File: config.mk
export PLATFORM = sky130hd
export DESIGN_NAME = mem_arbiter
export DESIGN_NICKNAME = d
export VERILOG_FILES = /design/src/rtl/mem_arbiter.sv
export SDC_FILE = /design/constraint.sdc
export NUM_CORES = 1
export LEC_CHECK = 0
export ABC_AREA = 1
export BUFFER_PORTS_ARGS = -buffer_cell sky130_fd_sc_hd__buf_4
export CORE_AREA = 2 2 170 172
export DETAILED_ROUTE_END_ITERATION = 8
export DIE_AREA = 0 0 172 174
export GPL_ROUTABILITY_DRIVEN = 0
export SYNTH_ARGS = -nofsm -noshare
export SYNTH_HDL_FRONTEND = slang
export SYNTH_SLANG_ARGS = --single-unit
File: constraint.sdc
create_clock -name CLK -period 1.47 [get_ports CLK]
set_input_delay 0 -clock CLK [delete_from_list [all_inputs] [get_ports CLK]]
set_output_delay 0 -clock CLK [all_outputs]
set_load 0.1 [all_outputs]
File: src/rtl/mem_arbiter.sv
`default_nettype none
// ============================================================================
// mem_arbiter : shares one RAM port among per-CPU icache/dcache requesters
// Revision    : 1.0
// ============================================================================
module mem_arbiter #(
  parameter int CPUS = 2,
  parameter int AW   = 32,
  parameter int DW   = 32
) (
  input  logic                 CLK,
  input  logic                 nRST,
  input  logic [CPUS-1:0]      iREN,
  input  logic [CPUS*AW-1:0]   iaddr,
  output logic [CPUS-1:0]      iwait,
  output logic [CPUS*DW-1:0]   iload,
  input  logic [CPUS-1:0]      dREN,
  input  logic [CPUS-1:0]      dWEN,
  input  logic [CPUS*AW-1:0]   daddr,
  input  logic [CPUS*DW-1:0]   dstore,
  output logic [CPUS-1:0]      dwait,
  output logic [CPUS*DW-1:0]   dload,
  output logic                 ramREN,
  output logic                 ramWEN,
  output logic [AW-1:0]        ramaddr,
  output logic [DW-1:0]        ramstore,
  input  logic [DW-1:0]        ramload,
  input  logic [1:0]           ramstate
);

  localparam int         CW         = (CPUS > 1) ? $clog2(CPUS) : 1;
  localparam logic [1:0] RAM_ACCESS = 2'd2;

  typedef enum logic [0:0] {
    IDLE  = 1'b0,
    SERVE = 1'b1
  } state_t;

  state_t        state_q, state_d;
  logic [CW-1:0] grant_cpu_q, grant_cpu_d;
  logic          grant_dcache_q, grant_dcache_d;
  logic [CW-1:0] rr_q, rr_d;

  logic [AW-1:0] iaddr_a  [CPUS];
  logic [AW-1:0] daddr_a  [CPUS];
  logic [DW-1:0] dstore_a [CPUS];

  generate
    for (genvar k = 0; k < CPUS; k++) begin : g_cpu
      assign iaddr_a[k]          = iaddr[k*AW +: AW];
      assign daddr_a[k]          = daddr[k*AW +: AW];
      assign dstore_a[k]         = dstore[k*DW +: DW];
      assign iload[k*DW +: DW]   = ramload;
      assign dload[k*DW +: DW]   = ramload;
    end
  endgenerate

  // Round-robin scan from rr_q; any dcache request beats every icache request.
  logic          sel_found;
  logic          sel_dcache;
  logic [CW-1:0] sel_cpu;
  logic [CW-1:0] scan_idx;

  always_comb begin
    sel_found  = 1'b0;
    sel_dcache = 1'b0;
    sel_cpu    = '0;
    scan_idx   = '0;
    for (int i = 0; i < CPUS; i++) begin
      scan_idx = CW'((int'(rr_q) + i) % CPUS);
      if (!sel_found && (dREN[scan_idx] || dWEN[scan_idx])) begin
        sel_found  = 1'b1;
        sel_dcache = 1'b1;
        sel_cpu    = scan_idx;
      end
    end
    for (int i = 0; i < CPUS; i++) begin
      scan_idx = CW'((int'(rr_q) + i) % CPUS);
      if (!sel_found && iREN[scan_idx]) begin
        sel_found = 1'b1;
        sel_cpu   = scan_idx;
      end
    end
  end

  logic gnt_req;
  logic gnt_wr;

  always_comb begin
    gnt_req = 1'b0;
    gnt_wr  = 1'b0;
    if (grant_dcache_q) begin
      gnt_wr  = dWEN[grant_cpu_q];
      gnt_req = dREN[grant_cpu_q] | gnt_wr;
    end else begin
      gnt_req = iREN[grant_cpu_q];
    end
  end

  always_comb begin
    state_d        = state_q;
    grant_cpu_d    = grant_cpu_q;
    grant_dcache_d = grant_dcache_q;
    rr_d           = rr_q;
    ramREN         = 1'b0;
    ramWEN         = 1'b0;
    ramaddr        = '0;
    ramstore       = '0;
    iwait          = '1;
    dwait          = '1;

    case (state_q)
      IDLE: begin
        if (sel_found) begin
          state_d        = SERVE;
          grant_cpu_d    = sel_cpu;
          grant_dcache_d = sel_dcache;
        end
      end

      SERVE: begin
        if (grant_dcache_q) begin
          ramaddr = daddr_a[grant_cpu_q];
          ramWEN  = gnt_wr;
          ramREN  = dREN[grant_cpu_q] & ~gnt_wr;
          if (gnt_wr) begin
            ramstore = dstore_a[grant_cpu_q];
          end
        end else begin
          ramaddr = iaddr_a[grant_cpu_q];
          ramREN  = iREN[grant_cpu_q];
        end

        // A dropped request abandons the grant; ERROR/BUSY/FREE simply hold.
        if (!gnt_req) begin
          state_d = IDLE;
        end else if (ramstate == RAM_ACCESS) begin
          if (grant_dcache_q) begin
            dwait[grant_cpu_q] = 1'b0;
          end else begin
            iwait[grant_cpu_q] = 1'b0;
          end
          state_d = IDLE;
          rr_d    = (grant_cpu_q == CW'(CPUS - 1)) ? '0 : grant_cpu_q + 1'b1;
        end
      end

      default: state_d = IDLE;
    endcase
  end

  always_ff @(posedge CLK or negedge nRST) begin
    if (!nRST) begin
      state_q        <= IDLE;
      grant_cpu_q    <= '0;
      grant_dcache_q <= 1'b0;
      rr_q           <= '0;
    end else begin
      state_q        <= state_d;
      grant_cpu_q    <= grant_cpu_d;
      grant_dcache_q <= grant_dcache_d;
      rr_q           <= rr_d;
    end
  end

endmodule
`default_nettype wire

Word level (Yosys, flattened, before mapping):

Cells that the tools add are included.

* bits in registers: 4
* bits of input ports: 234
* output and inout port bits: 198
* logic and storage cells: 90

* $add $sub $neg: 2
* order comparisons: 5
* equality and inequality tests: 1
* mux-type cells: 61
* bitwise operators: 6
* reductions and logical operators: 11

Operators with widths (count)
* 32-bit 2-to-1 mux: 14
* 1-bit 2-to-1 mux: 37
* 2-bit 2-to-1 mux: 8
* 1-bit by 2-bit < comparator with 1-bit output, second input constant: 3
* 1-bit logical AND: 4
* 1-bit zero test: 3
* 3-bit AND reduction: 1
* 1-bit adder, second input constant: 2
* 2-bit == test, second input constant: 1
* 2-bit >= comparator, second input constant: 1
* 1-bit logical OR: 2
* 1-bit inverter: 2
* 1-bit inverter with 2-bit output: 1
* 2-bit inverter: 1
* 1-bit case mux with 2 select lines: 1
* 2-bit AND reduction: 1
* 1-bit bitwise AND: 1
* 1-bit demux with 1-bit select: 1
* 1-bit >= comparator, second input constant: 1
* 1-bit OR: 1

Depth between registers and ports, before layout:

Gate-level depths: netlist of the first run.

* word-level depth: 15
* depth in mapped cells: 8
* gate-level depth less buffers: 7

Worst setup path before layout of the first run:

Ideal clock, no wire load.

* path kind: register to output
* start point: reg grant_cpu_q
* end point: out ramREN
* arrival: 3.626 ns
* data required time: 1.470 ns
* setup slack: -2.156 ns
* cell stages (with the launch flop): 5
* path through: dfrtp_1 -> buf_4 -> nand2_2 -> o21ai_2 -> nor4_1

* cells in the longest elaborated chain, start to end: 7

Ends and longest elaborated chain
* start, declared: line 40 `logic [CW-1:0] grant_cpu_q, grant_cpu_d;`
* start signal, assigned: line 160 `grant_cpu_q <= grant_cpu_d;`
* 1-bit 2-to-1 mux (not written as such) (2 in series): line 93 `gnt_wr = dWEN[grant_cpu_q];`
* 1-bit 2-to-1 mux: line 92 `if (grant_dcache_q) begin`
* 1-bit inverter: line 125 `ramREN = dREN[grant_cpu_q] & ~gnt_wr;`
* 1-bit bitwise AND: line 125
* 1-bit 2-to-1 mux *: line 122 `if (grant_dcache_q) begin`
* 1-bit 2-to-1 mux *: line 112 `case (state_q)`
* end, declared: line 23 `output logic ramREN,`

Every way passes the cells marked *; elsewhere a longest branch is shown, timed or not. The select of a mux whose other input is x is not followed.

Worst setup path after layout of the first run:

* start point: reg grant_dcache_q
* end point: out ramaddr[22]

* cells in the longest elaborated chain, start to end: 2

Ends and longest elaborated chain
* start, declared: line 41 `logic grant_dcache_q, grant_dcache_d;`
* start signal, assigned: line 161 `grant_dcache_q <= grant_dcache_d;`
* 32-bit 2-to-1 mux: line 122
* 32-bit 2-to-1 mux: line 112
* end, declared: line 25 `output logic [AW-1:0] ramaddr,`

Every way passes these cells.

==> metrics, run 1 <==
IO Port Bufs=271; flops & latches, synth=4; Max Slew Vio Count=0; CTS Buf Count=3; Register-to-Register Path Depth=11; final worst path period share=116%; initial antenna violation count=0; largest net degree at the start of global routing=35; Crit path arrival time=1.71 ns; Syn Std Cell Area=2860 um^2; worst r2r dst=rr_q$_DFFE_PN0P_; io pins=432; CTS max path bufs=2; Sw Pwr=12.1 mW; CP max FO=8; largest cells by area after synthesis=buf_4, nand2_1, nand3_1; Starting Density=between 10% and 20%; failing checks=setup timing; Seq pwr share=1.4%; post-route cell area=6870 um^2; fraction of layout cells with a size suffix above 1=68.1%; Core Area=around 28000 um^2; CTS H-Tree Depth=1; CP cell instances=inv_4 -> nand2_4 -> inv_8 -> clkbuf_16 -> nand2_4 -> a41oi_4 -> buf_12; clk_lat worst skew=0.23 ns; Max Fclk=around 0.6 GHz; crit start category=flop; Switching Fraction=62.8%; Top delay family on crit path=buffers and inverters; Synth Net Count=a little over 700; clock power share=2.2%; Iter 0 DRT Violations=109; Die ar.=29900 um^2; nets@finish=884; Post-Synthesis Cells=just under 500; Reg2Reg Setup Slack=-0.13 ns; grt ovf=0; VDD IR max=0.00250 V; Final Instance Count excl. Fillers=just over 1000; Post-route DRC=0; Die Height=174 um; R2R Path Start=grant_cpu_q$_DFFE_PN0P_; worst hold slack=between 0.00006 and 0.00007 ns; vias per cell=3.83; RSZ-0062 raised after global routing=true; crit path max-delay cell type=dfrtp_2; first-pass GRT wire length=23100 um; Area growth, synth to finish=141%; Internal=7.18 mW; Die Wd=172 um; worst clock skew=0.00704 ns; post-synth cell types=26; HP Class=in2out; CTS Sinks=4; power per cell area=2810 nW/um^2; element type at the critical path end=output pin; Max-cap violations=0; CP Class=reg2out; max incr delay on CP=roughly 0.44 ns; most frequent CP cell=nand2_4; Hold Path Stages=0; Std-Cell Rows=62; Worst slew margin=83.2%; fin crit period=approximately 1.7 ns; status=finished with violations; worst path required time=1.47 ns; DP Wirelength=approximately 13000 um; drt pass-1 iters=4; Yosys top cell area share=34.2%; GR Util All Layers=9.89%; DP Worst Slack=-0.197 ns; clock-pin slew on the worst setup and hold paths=0.03 ns; Root Buffer=clkbuf_16; Leakage=roughly 2.6 nW; final hold vios=0; Avg Inst Size Synth=about 5.8 um^2; vias post-DR=3951; sequential share of the synthesized area=under 10%; Setup violations, final=71; Synth area leader=buf_4; Final Util=roughly 24%; Post-Place Cell Area=about 5600 um^2; final setup margin=-0.242 ns; final WL=16900 um; Buf/Inv on CP=4; combinational share of power=96.4%; DP Cell Count=1016; Avg WL per Cell=~16 um; Final ANT Viol Nets=0; Synth warnings=0; Min-Delay Endpoint=iload[60]; CTS tree=built; vias in the first global route=4228; min-delay src=ramload[28]; Tightest Pin Transition=0.251 ns; antenna diode count=0
-- cells in the final DEF (no fill, tap or decap), drive strengths merged --
cell,n
a21oi,34
a41oi,32
dlygate4sd3,1
nor4,1
clkinv,3
nand3,68
clkbuf,7
nand4,1
o21ai,5
o22ai,1
dfrtp,4
nand2,157
o21bai,2
nor2,9
inv,10
buf,312
clkinvlp,1
-- worst max path at each step --
stage | start | endpoint | slack, ns | cells after the start
global route | grant_dcache_q$_DFFE_PN0P_ | ramaddr[22] | -0.30 | 7
floorplan | grant_dcache_q$_DFFE_PN0P_ | ramREN | -0.28 | 4
detailed placement | grant_cpu_q$_DFFE_PN0P_ | dwait[0] | -0.20 | 9
CTS | grant_cpu_q$_DFFE_PN0P_ | ramstore[7] | -0.27 | 7
global placement | grant_cpu_q$_DFFE_PN0P_ | dwait[0] | -0.18 | 9
finish | grant_dcache_q$_DFFE_PN0P_ | ramaddr[22] | -0.24 | 7
-- cell usage after synthesis (all sizes together) --
cell type  number
a21oi          34
a41oi          32
buf           150
clkbuf         11
clkinv          2
dfrtp           4
inv            12
nand2         157
nand3          68
nand4           1
nor2            9
nor4            1
o21ai           5
o21bai          2
o22ai           1
-- layout make-up --
cell class / count / area [um^2]
Sequential cell: 4 / 103
Tap cell: 384 / 480
Clock buffer: 3 / 75.1
Inverter: 14 / 77.6
Multi-Input combinational cell: 310 / 2670
Fill cell: 3100 / 21400
Timing Repair Buffer: 317 / 3470
-- power groups by stage --
stage	registers (mW)	logic (mW)	clock network, mW
final	0.272	18.6	0.429
after global routing	0.287	19.2	0.446
after CTS	0.256	17.8	0.434
after detailed placement	0.245	14.9	0
after global placement	0.244	14.8	0
after floorplan	0.220	13.3	0
-- worst register-to-register path, stage by stage, from the launching register on --
cell,delay [ns]
dfrtp_2,0.44
clkinv_4,0.13
buf_6,0.15
nand2_4,0.06
nor2_4,0.04
nor2_4,0.13
nand3_4,0.09
buf_4,0.15
buf_6,0.10
buf_6,0.10
nand2_2,0.04
nand2_1,0.04
-- flip-flops by register name, summed over array words and instances (netlist names) --
signal	count
state_q	1
rr_q	1
grant_dcache_q	1
grant_cpu_q	1
-- metrics by stage --
stage | TNS (ns) | power (mW)
after floorplan | -9.80 | 13.5
after detailed placement | -5.46 | 15.2
after CTS | -14.86 | 18.5
after global routing | -18.68 | 20.0
after global placement | -4.23 | 15.1
final | -13.49 | 19.3
-- kinds of logic (layout without fill, tap and decap cells) --
group	count (synthesis)	in the layout	synth area share, %
compound gates	74	74	19.6
buf+inv	175	334	42.4
flops	4	4	3.51
simple gates	236	236	34.4
-- layer usage --
metal,vias up,GRT usage (%),share of wire [%]
met4,0,5.32,5.3
met2,207,17.9,51
met5,-,0,0
li1,1835,-,-
met1,1837,10.4,36
met3,72,2.41,7.8
-- repair_timing --
| action | CTS | global route |
|---|---|---|
| setup endpoints to repair | 70 | 72 |
| resized for setup | 212 | 57 |
| pin swaps | 5 | 29 |
| setup buffers | 3 | 5 |
| hold endpoints to repair | 4 | 0 |
| hold buffers | 1 | 0 |
| cloned | 1 | 5 |
Power figures use the tool's default switching activity.
==> run 2: changes to the inputs <==
Settings changed: SKIP_CTS_REPAIR_TIMING set to 1, SLEW_MARGIN set to 20.
==> metrics, run 2 (synthesized netlist as in run 1, its figures left out) <==
worst hold slack=0.0000677 ns; IO Port Bufs=271; final setup margin=-0.242 ns; Crit path arrival time=1.71 ns; Max Fclk=0.584 GHz; power per cell area=between 2000 and 3000 nW/um^2; HP Class=in2out; max incr delay on CP=0.44 ns; post-route cell area=6970 um^2; min-delay src=ramload[28]; CTS Buf Count=3; CTS tree=built; fillers=3075; Std-Cell Rows=62; final total power=19.8 mW; most common cell after layout, fill and taps aside=buf_4; crit path max-delay cell type=dfrtp_2; failing checks=setup timing; vias post-DR=~4000; R2R Path Start=grant_cpu_q$_DFFE_PN0P_; CTS Sinks=4; vias in the first global route=about 4000; Core Area=~28000 um^2; Die Wd=172 um; Area growth, synth to finish=144%; Die ar.=between 20000 and 30000 um^2; CP cell instances=buf_6 -> nand2_4 -> inv_6 -> buf_12 -> nand2_1 -> a41oi_4 -> buf_12; total area of sequential cells=103 um^2; GR Util All Layers=9.11%; status=finished with violations; largest net degree at the start of global routing=66; Max Slew Vio Count=0; first-pass GRT wire length=around 21000 um; Avg WL per Cell=17.3 um; fin crit period=1.71 ns; drt pass-1 iters=4; commonest non-fill, non-tap cells in the layout=buf_4, nand2_1, buf_12; Final ANT Viol Nets=0; Setup violations, final=70; CP Class=reg2out; Leakage=2.68 nW; CTS H-Tree Depth=1; nets@finish=887; Post-Place Cell Area=5550 um^2; clk_lat worst skew=approximately 0.23 ns; Max-cap violations=0; Root Buffer=clkbuf_16; Setup crit start=grant_cpu_q$_DFFE_PN0P_; crit start category=flop; DP Wirelength=around 13000 um; grt ovf=0; Reg2Reg Setup Slack=~0.070 ns; fraction of layout cells with a size suffix above 1=67.1%; VDD IR max=0.00250 V; io pins=approximately 430; CTS max path bufs=2; Post-route DRC=0; antenna diode count=0; worst path required time=1.47 ns; most frequent CP cell=buf_12; met1 Resource Use GR=9.92%; initial antenna violation count=0; Tightest Pin Transition=between 0.2 and 0.3 ns; clock-pin slew on the worst setup and hold paths=~0.030 ns; grt peak-use layer=met2; Starting Density=10.1%; worst clock skew=~0.0062 ns; Die Height=roughly 170 um; global routing usage on met2=16.5%; final WL=17900 um; vias per cell=3.88; element type at the critical path end=output pin; Iter 0 DRT Violations=141; RSZ-0062 raised after global routing=true; Worst slew margin=around 82%; multi-input logic area=2680 um^2; final worst path period share=116%; final hold vios=0; CP max FO=9; met3 usage=2.05%
run 2: changes by cell type in the layout (fill, tap and decap cells not counted), moves of 2 or more:
cell,previous run,this run
nand2_2,28,4
nand3_2,7,25
clkbuf_16,7,10
nand3_1,60,42
nand2_1,124,149
buf_8,1,3
run 2: layout make-up:
type	count	area share [%]
sequential	4	1.47
multi-input combinational	310	38.4
timing repair buffer	320	51.0
inverter	14	1.18
clock buffer	3	1.08
tap	384	6.89
run 2: routing by layer:
| layer | up-vias | routed length (um) |
|---|---|---|
| met5 | - | 0 |
| met4 | 0 | 827 |
| met3 | 71 | 1400 |
| met2 | 222 | 9250 |
| met1 | 1880 | 6430 |
| li1 | 1843 | - |
run 2: per-stage QoR:
| step | setup WS (ns) | utilization, % | cells | TNS [ns] |
|---|---|---|---|---|
| CTS | -0.451 | 19.9 | 1019 | -22.56 |
| floorplan | -0.284 | - | 489 | -9.80 |
| detailed placement | -0.197 | 19.7 | 1016 | -5.46 |
| global route | -0.327 | 24.7 | 1035 | -19.50 |
| finish | -0.242 | 24.7 | 1035 | -13.90 |
| global placement | -0.180 | 19.7 | 1016 | -4.23 |
run 2: power breakdown:
part           internal, mW  total [mW]  switching, mW
Combinational          6.90        19.1           12.2
Sequential            0.172       0.270         0.0973
Clock                 0.348       0.424         0.0767
run 2: worst paths after layout:
check / endpoint / cells after the start
hold reg to reg: rr_q$_DFFE_PN0P_ / 2
min in group asynchronous: grant_cpu_q$_DFFE_PN0P_ / 2
setup / recovery: ramaddr[10] / 7
hold / removal: iload[60] / 0
max in group asynchronous: grant_dcache_q$_DFFE_PN0P_ / 2
setup reg to reg: rr_q$_DFFE_PN0P_ / 8
run 2: critical path, delay by kind of cell (launching register included):
kind / cells / cell delay [ns]
AO/OA/AOI/OAI: 1 / 0.26
AND/OR/NAND/NOR: 2 / 0.16
flip-flops: 1 / 0.44
buffers and inverters: 4 / 0.60
==> run 3: changes to the inputs <==
--- a/config.mk
+++ b/config.mk
@@ -8,7 +8,7 @@
 export ABC_AREA = 1
 export BUFFER_PORTS_ARGS = -buffer_cell sky130_fd_sc_hd__buf_4
-export CORE_AREA = 2 2 170 172
+export CORE_AREA = 2 2 169 171
 export DETAILED_ROUTE_END_ITERATION = 8
-export DIE_AREA = 0 0 172 174
+export DIE_AREA = 0 0 171 173
 export GPL_ROUTABILITY_DRIVEN = 0
 export SKIP_CTS_REPAIR_TIMING = 1
==> constraint.sdc (replaced) <==
create_clock -name CLK -period 1.45 [get_ports CLK]
set_input_delay 0.2175 -clock CLK [delete_from_list [all_inputs] [get_ports CLK]]
set_output_delay 0.2175 -clock CLK [all_outputs]
set_load 0.1 [all_outputs]
==> metrics, run 3 (synthesized netlist as in run 1, its figures left out) <==
drt pass-1 iters=4; clk_lat worst skew=roughly 0.23 ns; RSZ-0062 raised after global routing=true; worst r2r dst=rr_q$_DFFE_PN0P_; Tightest Pin Transition=0.407 ns; largest net degree at the start of global routing=35; GR Util All Layers=9.43%; IO Port Bufs=approximately 270; Die Wd=171 um; R2R Path Start=grant_cpu_q$_DFFE_PN0P_; clock-pin slew on the worst setup and hold paths=0.03 ns; CTS tree=built; CTS Sinks=4; total negative setup slack=-31.04 ns; Setup violations, final=70; Worst slew margin=between 70% and 80%; grt ovf=0; Post-Place Cell Area=5630 um^2; Avg WL per Cell=16.5 um; crit start category=flop; first-pass GRT wire length=22000 um; power per cell area=2860 nW/um^2; Root Buffer=clkbuf_16; DP Wirelength=12600 um; commonest non-fill, non-tap cells in the layout=buf_4, nand2_1, buf_12; Crit path arrival time=1.75 ns; Leakage=around 2.6 nW; vias in the first global route=between 4000 and 5000; Starting Density=10.3%; CTS Buf Count=3; Register-to-Register Path Depth=8; Max Fclk=0.508 GHz; final hold vios=0; Core Area=27600 um^2; Die Height=173 um; final worst path period share=136%; worst path required time=roughly 1.2 ns; HP Class=in2async; nets@finish=between 800 and 900; final total power=19.5 mW; final setup margin=-0.520 ns; fillers=3004; Max Slew Vio Count=0; Std-Cell Rows=61; vias per cell=3.78; CP max FO=6; element type at the critical path end=output pin; Max-cap violations=0; Reg2Reg Setup Slack=around 0.050 ns; most common cell after layout, fill and taps aside=buf_4; Area growth, synth to finish=139%; antenna diode count=0; worst clock skew=0.00415 ns; fraction of layout cells with a size suffix above 1=63.7%; Die ar.=29600 um^2; status=finished with violations; post-route cell area=6820 um^2; failing checks=setup timing; CP Class=reg2out; io pins=~430; Iter 0 DRT Violations=between 100 and 150; Final ANT Viol Nets=0; Post-route DRC=0; CTS H-Tree Depth=1; final WL=17000 um; initial antenna violation count=0; VDD IR max=0.00196 V; vias post-DR=3900; fin crit period=1.97 ns; CTS max path bufs=2
[run 3: how the worst max path moves through the flow]
| stage | startpoint | endpoint | slack [ns] | depth (start not counted) |
|---|---|---|---|---|
| floorplan | grant_dcache_q$_DFFE_PN0P_ | ramREN | -0.52 | 4 |
| global placement | grant_dcache_q$_DFFE_PN0P_ | ramaddr[29] | -0.33 | 7 |
| detailed placement | grant_dcache_q$_DFFE_PN0P_ | ramaddr[29] | -0.36 | 7 |
| CTS | grant_dcache_q$_DFFE_PN0P_ | ramaddr[29] | -0.60 | 7 |
| global route | grant_cpu_q$_DFFE_PN0P_ | dwait[0] | -0.60 | 8 |
| finish | grant_cpu_q$_DFFE_PN0P_ | ramstore[6] | -0.52 | 8 |
[run 3: worst max-delay path: stages (launching register included)]
cell     delay, ns
dfrtp_2       0.44
nand2_2       0.07
o21ai_2       0.07
nor2_4        0.19
nand2_8       0.11
buf_12        0.17
buf_4         0.14
a21oi_4       0.13
buf_12        0.18
[run 3: power by group]
part	internal, mW	switching [mW]
Sequential	0.175	0.0984
Combinational	6.74	12.0
Clock	0.363	0.0781
[run 3: metrics by stage]
| step | hold slack (ns) | instances | util, % | setup WS (ns) |
|---|---|---|---|---|
| after floorplan | -0.0781 | 489 | - | -0.521 |
| after detailed placement | 0.0210 | 1016 | 20.4 | -0.365 |
| after CTS | -0.216 | 1020 | 20.7 | -0.604 |
| after global placement | 0.0186 | 1016 | 20.4 | -0.334 |
| final | 0.340 | 1031 | 24.7 | -0.520 |
| after global routing | 0.346 | 1031 | 24.7 | -0.603 |
[run 3: per-layer routing]
| metal | GRT usage [%] | vias up | share of wire, % |
|---|---|---|---|
| met2 | 16.5 | 201 | 52 |
| met5 | 0 | - | 0 |
| li1 | - | 1843 | - |
| met3 | 2.27 | 72 | 8.7 |
| met1 | 10.6 | 1784 | 35 |
| met4 | 4.56 | 0 | 4.2 |
[run 3: cell type report]
type,count,area (um^2),share of cell area (%)
repair buffers,321,3490,51.2
well taps,378,473,6.94
clock buffers,4,78.8,1.16
multi-input cells,310,2600,38.2
flip-flops and latches,4,103,1.50
inverters,14,71.3,1.05
